$ cat config.mk
export PLATFORM = sky130hd
export DESIGN_NAME = flag_branch_sequencer
export DESIGN_NICKNAME = d
export VERILOG_FILES = /design/src/rtl/flag_branch_sequencer.sv
export SDC_FILE = /design/constraint.sdc
export NUM_CORES = 1
export LEC_CHECK = 0
export CORE_MARGIN = 2
export CORE_UTILIZATION = 40
export DETAILED_ROUTE_END_ITERATION = 8
export GPL_TIMING_DRIVEN = 0
export PLACE_DENSITY = 0.71
export SLEW_MARGIN = 10
export SYNTH_ARGS = -nofsm -noshare
export SYNTH_HDL_FRONTEND = slang
export SYNTH_SLANG_ARGS = --single-unit
$ cat constraint.sdc
create_clock -name Clk -period 4.26 [get_ports Clk]
set_input_delay 0.852 -clock Clk [delete_from_list [all_inputs] [get_ports Clk]]
set_output_delay 0.852 -clock Clk [all_outputs]
set_load 0.02 [all_outputs]
$ cat src/rtl/flag_branch_sequencer.sv
// Purpose : program-counter sequencer; steers fetch with flag-qualified absolute/relative branches.
// Latency : ProgCtr/Ack/Taken/CycleCnt are registered (1 cycle); Running decodes state combinationally.
// Backpr. : none; the Start/Ack handshake gates runs, and strobes outside RUN are ignored.
//
// Ports:
//   Clk, Reset          clock, synchronous active-high reset
//   Start, StartAddr    run request and PC load value (IDLE/DONE)
//   Halt, BranchAbs,    decoder strobes, priority Halt > BranchAbs > BranchRel
//   BranchRel
//   FlagIn              condition flag, read in the same cycle as the strobe
//   Target, Offset      absolute destination / signed relative offset
//   ProgCtr, Ack,       current PC, run-complete, previous RUN cycle branched,
//   Taken, CycleCnt,    saturating RUN-cycle count,
//   Running             high while in RUN
module flag_branch_sequencer #(
    parameter int PW = 10,
    parameter int OW = 6,
    parameter int CW = 16
) (
    input  logic          Clk,
    input  logic          Reset,
    input  logic          Start,
    input  logic [PW-1:0] StartAddr,
    input  logic          Halt,
    input  logic          BranchAbs,
    input  logic          BranchRel,
    input  logic          FlagIn,
    input  logic [PW-1:0] Target,
    input  logic [OW-1:0] Offset,
    output logic [PW-1:0] ProgCtr,
    output logic          Ack,
    output logic          Running,
    output logic          Taken,
    output logic [CW-1:0] CycleCnt
);

    typedef enum logic [1:0] {
        S_IDLE = 2'd0,
        S_RUN  = 2'd1,
        S_DONE = 2'd2
    } state_t;

    state_t        state_q, state_d;
    logic [PW-1:0] pc_q, pc_d;
    logic          ack_q, ack_d;
    logic          taken_q, taken_d;
    logic [CW-1:0] cnt_q, cnt_d;
    logic          seen_q, seen_d;

    // Offset is sign-extended to PC width so the add wraps modulo 2^PW.
    logic [PW-1:0] off_ext;
    logic [PW-1:0] pc_inc;
    logic [CW-1:0] cnt_inc;

    assign off_ext = {{(PW-OW){Offset[OW-1]}}, Offset};
    assign pc_inc  = pc_q + {{(PW-1){1'b0}}, 1'b1};
    // Counter sticks at all-ones instead of wrapping.
    assign cnt_inc = (&cnt_q) ? cnt_q : cnt_q + {{(CW-1){1'b0}}, 1'b1};

    always_ff @(posedge Clk) begin
        if (Reset) begin
            state_q <= S_IDLE;
            pc_q    <= '0;
            ack_q   <= 1'b0;
            taken_q <= 1'b0;
            cnt_q   <= '0;
            seen_q  <= 1'b0;
        end else begin
            state_q <= state_d;
            pc_q    <= pc_d;
            ack_q   <= ack_d;
            taken_q <= taken_d;
            cnt_q   <= cnt_d;
            seen_q  <= seen_d;
        end
    end

    always_comb begin
        state_d = state_q;
        pc_d    = pc_q;
        ack_d   = ack_q;
        taken_d = taken_q;
        cnt_d   = cnt_q;
        seen_d  = seen_q;

        case (state_q)
            S_IDLE: begin
                if (Start) begin
                    pc_d    = StartAddr;
                    cnt_d   = '0;
                    taken_d = 1'b0;
                    seen_d  = 1'b1;
                end else if (seen_q) begin
                    // Falling edge of a seen Start launches the run.
                    state_d = S_RUN;
                    seen_d  = 1'b0;
                end
            end
            S_RUN: begin
                cnt_d = cnt_inc;
                if (Halt) begin
                    state_d = S_DONE;
                    ack_d   = 1'b1;
                    taken_d = 1'b0;
                end else if (BranchAbs && FlagIn) begin
                    pc_d    = Target;
                    taken_d = 1'b1;
                end else if (BranchRel && FlagIn) begin
                    pc_d    = pc_q + off_ext;
                    taken_d = 1'b1;
                end else begin
                    pc_d    = pc_inc;
                    taken_d = 1'b0;
                end
            end
            S_DONE: begin
                if (Start) begin
                    state_d = S_IDLE;
                    ack_d   = 1'b0;
                    seen_d  = 1'b1;
                    pc_d    = StartAddr;
                    cnt_d   = '0;
                    taken_d = 1'b0;
                end
            end
            default: begin
                state_d = S_IDLE;
            end
        endcase
    end

    assign ProgCtr  = pc_q;
    assign Ack      = ack_q;
    assign Taken    = taken_q;
    assign CycleCnt = cnt_q;
    assign Running  = (state_q == S_RUN);

endmodule
==> impl_metrics.ini, run 1 <==
[clock_network]
maximum_buffer_depth_of_the_clock_tree = 2
cts_htree_levels = 2
cts-buffers-inserted = 5
clk_root_buffer_cell = sky130_fd_sc_hd__clkbuf_8
post_cts_resized = 0
insertion_delay_to_the_later_sink_of_the_worst_skew_pair_ns = 0.28
tritoncts = yes
cts.clk_slew.worst_paths_ns = 0.07
cts.sink_count = 31
cts_setup_buffers = 0
cts_hold_buf = 0

[routing]
detail_route.vias_per_cell = 5.259
drt_drc_violations_left = 0
route.final.wire_length_um = 5339
routed_wire_length_per_instance_um = 14.24
number_of_detailed_routing_iterations_run_before_antenna_repair = 4
drt_antenna_net_count = 0
via_count = 1972
dr.first_iter.drc_count = 104

[yosys]
post_synth.cell_area_avg_um2 = 8.128
gate_count_post_synth = 240
synth.lib_cells_used.distinct = 51
synthesis.yosys.warnings = 0
synth_top_flop_cell = sky130_fd_sc_hd__dfxtp_1
synth-async-reset-ratio_pct = 0
synth-seq-area-share_pct = 31.82
synth_seq_cells = 31
netlist_area_mm2 = 0.001951
mappedNetlistNets = 280
post_synth_edffs = 0

[power]
vdd_ir_drop_max_mv = 0.1906
power.switching_uw = 195.9
power.share.combinational_pct = 21.0
power.sequential.fraction_pct = 45.0
intPower_uw = 499.5
switching_part_of_the_total_power_pct = 28.18
power_leakage_nw = 0.9747
clock_power_share_pct = 34.1
power_after_layout_uw = 695.4
powerDensity_mw_per_mm2 = 254.5

[worst_setup_path]
cp-start-kind = primary input
timing.rr.end = ProgCtr[6]$_SDFFE_PP0P_
timing.critical_path.slowest_cell_delay_ns = 0.66
worstSetupEndpointType = flip-flop
regToRegStartpoint = ProgCtr[0]$_SDFFE_PP0P_
cp.arrival_ns = 3.61
cp_top_family = compound AO/OA/AOI/OAI gates
critical_path_required_ns = 4.47
setup.reg_to_reg.worst_slack_ns = 1.89
critical_path_buf_inv_count = 1
path_max_fanout = 9
crit_chain = clkdlybuf4s50_1 -> nand3b_1 -> ha_1 -> fa_1 -> a211oi_1 -> o21bai_2 -> mux2i_1 -> or4_1 -> a31oi_1
reg2regPathDepth = 7
timing_worst_setup_path_type = in2reg
crit_slowest_cell = sky130_fd_sc_hd__clkdlybuf4s50_1

[placed_design]
placed_cell_area_mm2 = 0.002645
io_buffer_count = 61
gp_routability_congestion = 0.8551
place_ws_ns = 0.5634
hpwl_reported_at_the_end_of_detailed_placement_um = 3908

[cells_and_area]
mostFrequentLayoutCell = sky130_fd_sc_hd__clkdlybuf4s50_1
layout.core_utilization_pct = 57.85
layout-drive-gt1-share_pct = 6.818
fin_area_mm2 = 0.002733
areaGrowthSynthToFinish_pct = 40.09
mostFrequentLayoutCells = 61 x sky130_fd_sc_hd__clkdlybuf4s50_1, 31 x sky130_fd_sc_hd__dfxtp_1, 28 x sky130_fd_sc_hd__nor2_1
final_net_count = 348
fill_cells = 458
insertedDiodeCount = 0

[sta]
finalHoldViolations = 0
unrepaired_setup_endpoints_after_global_routing = false
final_cycle_share_pct = 79.81
timing.final.crit_period_ns = 3.400
final.setup_skew_ns = 0.005560
total_count_of_max_transition_violations_in_the_final_report = 0
postLayoutSetupSlackWorst_ns = 0.8602
slew-limit-headroom_pct = 63.78
finalSetupViolations = 0
totalNegativeSetupSlack_ns = 0
worst_slew_pin_slew_ns = 0.5433
fmax_mhz = 294.1

[grt]
grt.met3_usage_pct = 4.115
total_overflow_reported_by_the_global_router = 0
wire_length_of_the_first_global_routing_pass_um = 8521
grt_usage_pct = 20.26
grt_util_met2_pct = 32.04
pin_count_of_the_biggest_net_entering_global_routing = 11
grt.busiest_layer = met2
grt_pass1_vias = 1793
number_of_antenna_violations_at_the_first_check_in_global_routing = 0
grtUsageMet1_pct = 28.09

[min_path]
worst_hold_path_stage_count = 2
hold_path_endpoint = Ack$_SDFFE_PP0P_
min-delay-path-class = reg2reg
hp-start = Ack$_SDFFE_PP0P_

[floorplan]
core_mm2 = 0.004723
io_pins = 62
rows = 25
die_height_um = 73.83
initial_core_util_pct = 41.30
die_width_um = 73.83
die_area_mm2 = 0.005451

[status]
status = finished clean

[job]
cap_violations = 0
## state kept, by name (all words and copies together) (netlist names)
signal and cells:
ProgCtr 10, seen_q 1, Ack 1, Taken 1, CycleCnt 16, state_q 2
## cells in the mapped netlist (all sizes together), types with 3 or more instances
cell type,count,area (um2)
dfxtp,31,620.6
nor2,29,111.4
nand2,24,90.09
a21oi,14,70.07
nand3,14,75.07
o21ai,13,65.06
and3,9,61.31
xor2,9,78.83
nor3,8,45.04
clkbuf,7,26.28
mux2i,7,70.07
xnor2,7,61.31
ha,6,75.07
nand2b,6,37.54
a211oi,5,42.54
inv,4,15.01
nand4,4,25.02
o211ai,4,30.03
a31oi,3,18.77
and2,3,18.77
and4,3,26.28
buf,3,21.27
nor2b,3,21.27
## stage by stage
stage | hold WS, ns | cells
after floorplan | 0.4489 | 240
after global routing | 0.4917 | 375
after detailed placement | 0.4668 | 368
after global placement | 0.4543 | 368
after CTS | 0.4758 | 375
final | 0.4704 | 375
## area by class of cell
cell class | instances | area (um2) | share of cell area [%]
Clock buffer | 6 | 82.58 | 3.022
Buffer | 10 | 47.55 | 1.740
Clock inverter | 1 | 5.005 | 0.1832
Tap cell | 67 | 83.83 | 3.068
Multi-Input combinational cell | 195 | 1267 | 46.38
Sequential cell | 31 | 620.6 | 22.71
Timing Repair Buffer | 61 | 610.6 | 22.34
Inverter | 4 | 15.01 | 0.5495
## cells by family after synthesis
family	Yosys count	synth area share (%)
and+or+nand+nor	114	31.43
adders and majority gates	7	4.875
DFF	31	31.82
muxes	7	3.592
buffers and inverters	14	3.207
xor gates and xnor gates	16	7.184
AOI/OAI and AO/OA	51	17.90
## power by group through the flow
stage / sequential (mW) / combinational, mW / clock (mW)
finish: 0.313 / 0.146 / 0.237
global route: 0.314 / 0.159 / 0.258
CTS: 0.312 / 0.146 / 0.242
detailed placement: 0.319 / 0.145 / 0
global placement: 0.318 / 0.145 / 0
floorplan: 0.327 / 0.0670 / 0
## how the worst max path moves through the flow
stage,endpoint,cells past startpoint,start,slack [ns]
final,ProgCtr[6]$_SDFFE_PP0P_,9,FlagIn,0.86
after global routing,ProgCtr[6]$_SDFFE_PP0P_,9,FlagIn,0.64
after CTS,ProgCtr[6]$_SDFFE_PP0P_,9,FlagIn,0.84
after detailed placement,ProgCtr[6]$_SDFFE_PP0P_,9,FlagIn,0.56
after global placement,ProgCtr[6]$_SDFFE_PP0P_,9,FlagIn,0.57
after floorplan,ProgCtr[6]$_SDFFE_PP0P_,8,Offset[0],1.40
## routing by layer
layer	share of wire [%]	vias up	routed length, um
li1	-	1005	-
met1	48	903	2581
met2	45	60	2415
met3	5.8	4	310
met4	0.58	0	31
met5	0	-	0
## worst min-delay path, cell delays in order, from the launching register on
cell and delay (ns):
sky130_fd_sc_hd__dfxtp_1 0.32, sky130_fd_sc_hd__nand2_1 0.06, sky130_fd_sc_hd__a21oi_1 0.05
(Power assumes the default switching activity.)
==> run 2, diff against run 1 <==
- PLACE_DENSITY: 0.71 -> 0.73
- clock period: 4.26 -> 3 ns (I/O delays scaled with it)
==> impl_metrics.ini, run 2 (synthesis gave the netlist of run 1 again) <==
[status]
status = finished clean

[worst_setup_path]
timing.critical_path.slowest_cell_delay_ns = 0.47
crit_slowest_cell = sky130_fd_sc_hd__or4_1
setup.reg_to_reg.worst_slack_ns = 0.71
timing.rr.end = ProgCtr[6]$_SDFFE_PP0P_
cp.arrival_ns = 3.04
cp-start-kind = primary input
path_max_fanout = 3
timing_worst_setup_path_type = in2reg
critical_path_required_ns = 3.21
crit_chain = clkdlybuf4s50_1 -> nand3b_1 -> ha_1 -> fa_1 -> a211oi_2 -> o21bai_2 -> mux2i_1 -> or4_1 -> a31oi_1
regToRegStartpoint = ProgCtr[0]$_SDFFE_PP0P_
reg2regPathDepth = 7
worstSetupEndpointType = flip-flop

[clock_network]
insertion_delay_to_the_later_sink_of_the_worst_skew_pair_ns = 0.29
cts_hold_buf = 0
cts_htree_levels = 2
cts-buffers-inserted = 5
cts.sink_count = 31
post_cts_resized = 3
cts.clk_slew.worst_paths_ns = 0.07
tritoncts = yes
cts_setup_buffers = 0
clk_root_buffer_cell = sky130_fd_sc_hd__clkbuf_8
maximum_buffer_depth_of_the_clock_tree = 2

[routing]
drt_drc_violations_left = 0
detail_route.vias_per_cell = 5.202
via_count = 1956
drt_antenna_net_count = 0
route.final.wire_length_um = 5268
dr.first_iter.drc_count = 114
routed_wire_length_per_instance_um = 14.01
number_of_detailed_routing_iterations_run_before_antenna_repair = 4

[sta]
timing.final.crit_period_ns = 2.828
worst_slew_pin_slew_ns = 0.5151
fmax_mhz = 353.6
finalHoldViolations = 0
final.setup_skew_ns = 0.004675
unrepaired_setup_endpoints_after_global_routing = false
slew-limit-headroom_pct = 65.66
finalSetupViolations = 0
totalNegativeSetupSlack_ns = 0
postLayoutSetupSlackWorst_ns = 0.1718
final_cycle_share_pct = 94.27
total_count_of_max_transition_violations_in_the_final_report = 0

[floorplan]
die_height_um = 73.83
die_width_um = 73.83
io_pins = 62
core_mm2 = 0.004723
initial_core_util_pct = 41.30
die_area_mm2 = 0.005451
rows = 25

[power]
powerDensity_mw_per_mm2 = 393.5
power_leakage_nw = 0.9925
vdd_ir_drop_max_mv = 0.2368

[min_path]
min-delay-path-class = reg2reg
worst_hold_path_stage_count = 2
hp-start = Taken$_SDFFE_PP0P_
hold_path_endpoint = Taken$_SDFFE_PP0P_

[cells_and_area]
insertedDiodeCount = 0
areaGrowthSynthToFinish_pct = 41.76
layout-drive-gt1-share_pct = 7.443
fin_area_mm2 = 0.002765
max_ffs_per_register = 16
mostFrequentLayoutCell = sky130_fd_sc_hd__clkdlybuf4s50_1
mostFrequentLayoutCells = 59 x sky130_fd_sc_hd__clkdlybuf4s50_1, 31 x sky130_fd_sc_hd__dfxtp_1, 28 x sky130_fd_sc_hd__nor2_1
final_net_count = 348

[placed_design]
place_ws_ns = -0.4055
gp_routability_congestion = 0.8319
placed_cell_area_mm2 = 0.002645
hpwl_reported_at_the_end_of_detailed_placement_um = 3896
io_buffer_count = 61

[grt]
pin_count_of_the_biggest_net_entering_global_routing = 11
grt_pass1_vias = 1862
grt_usage_pct = 20.67
wire_length_of_the_first_global_routing_pass_um = 8673
number_of_antenna_violations_at_the_first_check_in_global_routing = 0
total_overflow_reported_by_the_global_router = 0

[job]
cap_violations = 0
## run 2: cell types whose count changed in the layout (fill, tap and decap cells not counted)
| cell | change |
|---|---|
| sky130_fd_sc_hd__clkdlybuf4s50_1 | -2 |
| sky130_fd_sc_hd__dlygate4sd2_1 | +2 |
| sky130_fd_sc_hd__a211oi_1 | -1 |
| sky130_fd_sc_hd__a211oi_2 | +1 |
| sky130_fd_sc_hd__bufinv_16 | +1 |
## run 2: how the worst max path moves through the flow
stage	endpoint	depth (start not counted)	slack, ns	start
final	ProgCtr[6]$_SDFFE_PP0P_	9	0.17	Offset[0]
after global routing	ProgCtr[6]$_SDFFE_PP0P_	9	0.06	FlagIn
after CTS	ProgCtr[6]$_SDFFE_PP0P_	9	0.17	Offset[0]
after detailed placement	ProgCtr[6]$_SDFFE_PP0P_	9	-0.41	FlagIn
after global placement	ProgCtr[6]$_SDFFE_PP0P_	9	-0.44	FlagIn
after floorplan	ProgCtr[6]$_SDFFE_PP0P_	8	0.39	Offset[0]
## run 2: layer usage
| metal | vias up | track usage (%) | share of wire, % |
|---|---|---|---|
| met5 | - | 0 | 0 |
| met4 | 0 | 6.465 | 1.2 |
| met3 | 4 | 3.429 | 3.9 |
| met2 | 38 | 34.03 | 46 |
| met1 | 909 | 27.50 | 49 |
| li1 | 1005 | - | - |
## run 2: worst max-delay path, delay by kind of cell
family                     cells  cell delay [ns]
adders and majority gates      2             0.66
and+or+nand+nor                2             0.62
AOI/OAI and AO/OA              3             0.60
buffers and inverters          1             0.40
muxes                          1             0.15
## run 2: final cells by class
type | count | area (um2)
fillers | 423 | 1958
clock inverters | 2 | 35.03
multi-input cells | 195 | 1272
clock buffers | 6 | 82.58
inverters | 4 | 15.01
flip-flops and latches | 31 | 620.6
well taps | 67 | 83.83
plain buffers | 10 | 47.55
repair buffers | 61 | 608.1
## run 2: power by group
group	switching, mW	leakage [nW]	total (mW)	internal [mW]
clock	0.169	0.0612	0.438	0.269
sequential	0.0172	0.252	0.443	0.426
combinational	0.104	0.679	0.207	0.103
## run 2: through the flow
step                power, mW  hold slack [ns]  std cells  utilization, %
global route            1.131           0.4951        376           58.54
CTS                     1.093           0.4827        376           58.54
finish                  1.088           0.4812        376           58.54
floorplan              0.5595           0.4489        240               -
global placement       0.6560           0.4564        368           56.00
detailed placement     0.6578           0.4737        368           56.00
==> run 3, diff against run 2 <==
- CORE_UTILIZATION: 40 -> 30
- PLACE_DENSITY: 0.73 -> not set
==> impl_metrics.ini, run 3 (synthesis gave the netlist of run 1 again) <==
[status]
status = finished clean

[sta]
final.setup_skew_ns = 0.002871
holdWs_ns = 0.4760
worst_slew_pin_slew_ns = 0.5565
postLayoutSetupSlackWorst_ns = 0.1749
final_cycle_share_pct = 94.17
total_count_of_max_transition_violations_in_the_final_report = 0
slew-limit-headroom_pct = 62.90
finalSetupViolations = 0
fmax_mhz = 354.0
finalHoldViolations = 0
unrepaired_setup_endpoints_after_global_routing = false
timing.final.crit_period_ns = 2.825

[cells_and_area]
final_net_count = 348
mostFrequentLayoutCells = 59 x sky130_fd_sc_hd__clkdlybuf4s50_1, 31 x sky130_fd_sc_hd__dfxtp_1, 28 x sky130_fd_sc_hd__nor2_1
area_of_combinational_cells_with_multiple_inputs_mm2 = 0.001272
mostFrequentLayoutCell = sky130_fd_sc_hd__clkdlybuf4s50_1
layout.core_utilization_pct = 44.00
layout.area.seq_um2 = 620.6
fill_cells = 659
areaGrowthSynthToFinish_pct = 42.40
layout-drive-gt1-share_pct = 7.443
insertedDiodeCount = 0
fin_area_mm2 = 0.002778
max_ffs_per_register = 16
post_layout_instance_count_excluding_filler_cells = 386

[placed_design]
placedCellCount = 378
placed_cell_area_mm2 = 0.002658
place_ws_ns = -0.4561
gp_routability_congestion = 0.8378
hpwl_reported_at_the_end_of_detailed_placement_um = 3960
io_buffer_count = 61

[worst_setup_path]
setup.reg_to_reg.worst_slack_ns = 0.72
reg2regPathDepth = 7
cp.arrival_ns = 3.04
timing_worst_setup_path_type = in2reg
timing.rr.end = ProgCtr[6]$_SDFFE_PP0P_
worstSetupEndpointType = flip-flop
cp-start-kind = primary input
path_max_fanout = 3
critical_path_required_ns = 3.21
regToRegStartpoint = ProgCtr[0]$_SDFFE_PP0P_

[grt]
grt_usage_pct = 15.68
wire_length_of_the_first_global_routing_pass_um = 9287
pin_count_of_the_biggest_net_entering_global_routing = 11
number_of_antenna_violations_at_the_first_check_in_global_routing = 0
total_overflow_reported_by_the_global_router = 0
grt_pass1_vias = 1960

[job]
cap_violations = 0

[routing]
dr.first_iter.drc_count = 103
detail_route.vias_per_cell = 5.070
number_of_detailed_routing_iterations_run_before_antenna_repair = 4
routed_wire_length_per_instance_um = 13.95
drt_antenna_net_count = 0
via_count = 1957
drt_drc_violations_left = 0
route.final.wire_length_um = 5385

[floorplan]
rows = 29
initial_core_util_pct = 30.90
die_width_um = 84.64
core_mm2 = 0.006314
die_area_mm2 = 0.007163
io_pins = 62
die_height_um = 84.64

[clock_network]
cts.clk_slew.worst_paths_ns = 0.07
cts_htree_levels = 2
cts-buffers-inserted = 5
insertion_delay_to_the_later_sink_of_the_worst_skew_pair_ns = 0.29
maximum_buffer_depth_of_the_clock_tree = 2
cts.sink_count = 31
clk_root_buffer_cell = sky130_fd_sc_hd__clkbuf_8
tritoncts = yes

[min_path]
worst_hold_path_stage_count = 2
hp-start = Ack$_SDFFE_PP0P_
min-delay-path-class = reg2reg
hold_path_endpoint = Ack$_SDFFE_PP0P_

[power]
vdd_ir_drop_max_mv = 0.1814
power_leakage_nw = 0.9925
powerDensity_mw_per_mm2 = 393.6
-- run 3: cell counts in the layout (fill, tap and decap cells not counted) --
Identical to the previous run, type by type.
-- run 3: where the power goes --
part           total [mW]  switching (mW)  internal (mW)
sequential          0.444          0.0178          0.426
clock               0.443           0.174          0.269
combinational       0.207           0.104          0.103
total                1.09           0.296          0.797
-- run 3: worst max-delay path by stage --
stage               from                      end  slack (ns)  depth (start not counted)
2_1_floorplan  Offset[0]  ProgCtr[6]$_SDFFE_PP0P_        0.39                          8
3_3_place_gp      FlagIn  ProgCtr[6]$_SDFFE_PP0P_       -0.39                          9
3_5_place_dp      FlagIn  ProgCtr[6]$_SDFFE_PP0P_       -0.46                          9
4_1_cts        Offset[0]  ProgCtr[6]$_SDFFE_PP0P_         0.1                          9
5_1_grt        Offset[0]  ProgCtr[6]$_SDFFE_PP0P_        0.06                          9
6_report       Offset[0]  ProgCtr[6]$_SDFFE_PP0P_        0.17                          9
-- run 3: area by class of cell --
class	count	share of cell area, %
tap	77	3.468
clock inverter	2	1.261
multi-input combinational	195	45.81
timing repair buffer	61	21.89
buffer	10	1.712
inverter	4	0.5405
sequential	31	22.34
clock buffer	6	2.973
-- run 3: layer usage --
layer / wire length [um] / part of all wire (%) / vias up / track usage, %
li1: - / - / 1004 / -
met1: 2723 / 51 / 899 / 22.44
met2: 2350 / 44 / 49 / 24.12
met3: 260 / 4.8 / 5 / 3.245
met4: 51 / 0.95 / 0 / 3.896
met5: 0 / 0 / - / 0
-- run 3: per-stage QoR --
step	setup TNS (ns)	power, mW
3_3_place_gp	-0.7505	0.6586
2_1_floorplan	0	0.5595
6_report	0	1.093
3_5_place_dp	-0.8868	0.6593
4_1_cts	0	1.101
5_1_grt	0	1.141
-- run 3: critical path, stage by stage --
cell,delay [ns]
sky130_fd_sc_hd__clkdlybuf4s50_1,0.40
sky130_fd_sc_hd__nand3b_1,0.16
sky130_fd_sc_hd__ha_1,0.23
sky130_fd_sc_hd__fa_1,0.44
sky130_fd_sc_hd__a211oi_2,0.28
sky130_fd_sc_hd__o21bai_2,0.14
sky130_fd_sc_hd__mux2i_1,0.15
sky130_fd_sc_hd__or4_1,0.47
sky130_fd_sc_hd__a31oi_1,0.17
-- run 3: timing repair --
action / in CTS / in global routing
endpoints found under the hold margin: 0 / 0
setup buffers: 0 / 0
hold buffers: 0 / 0
endpoints found under the setup margin: 1 / 1
gates resized for setup: 2 / 1
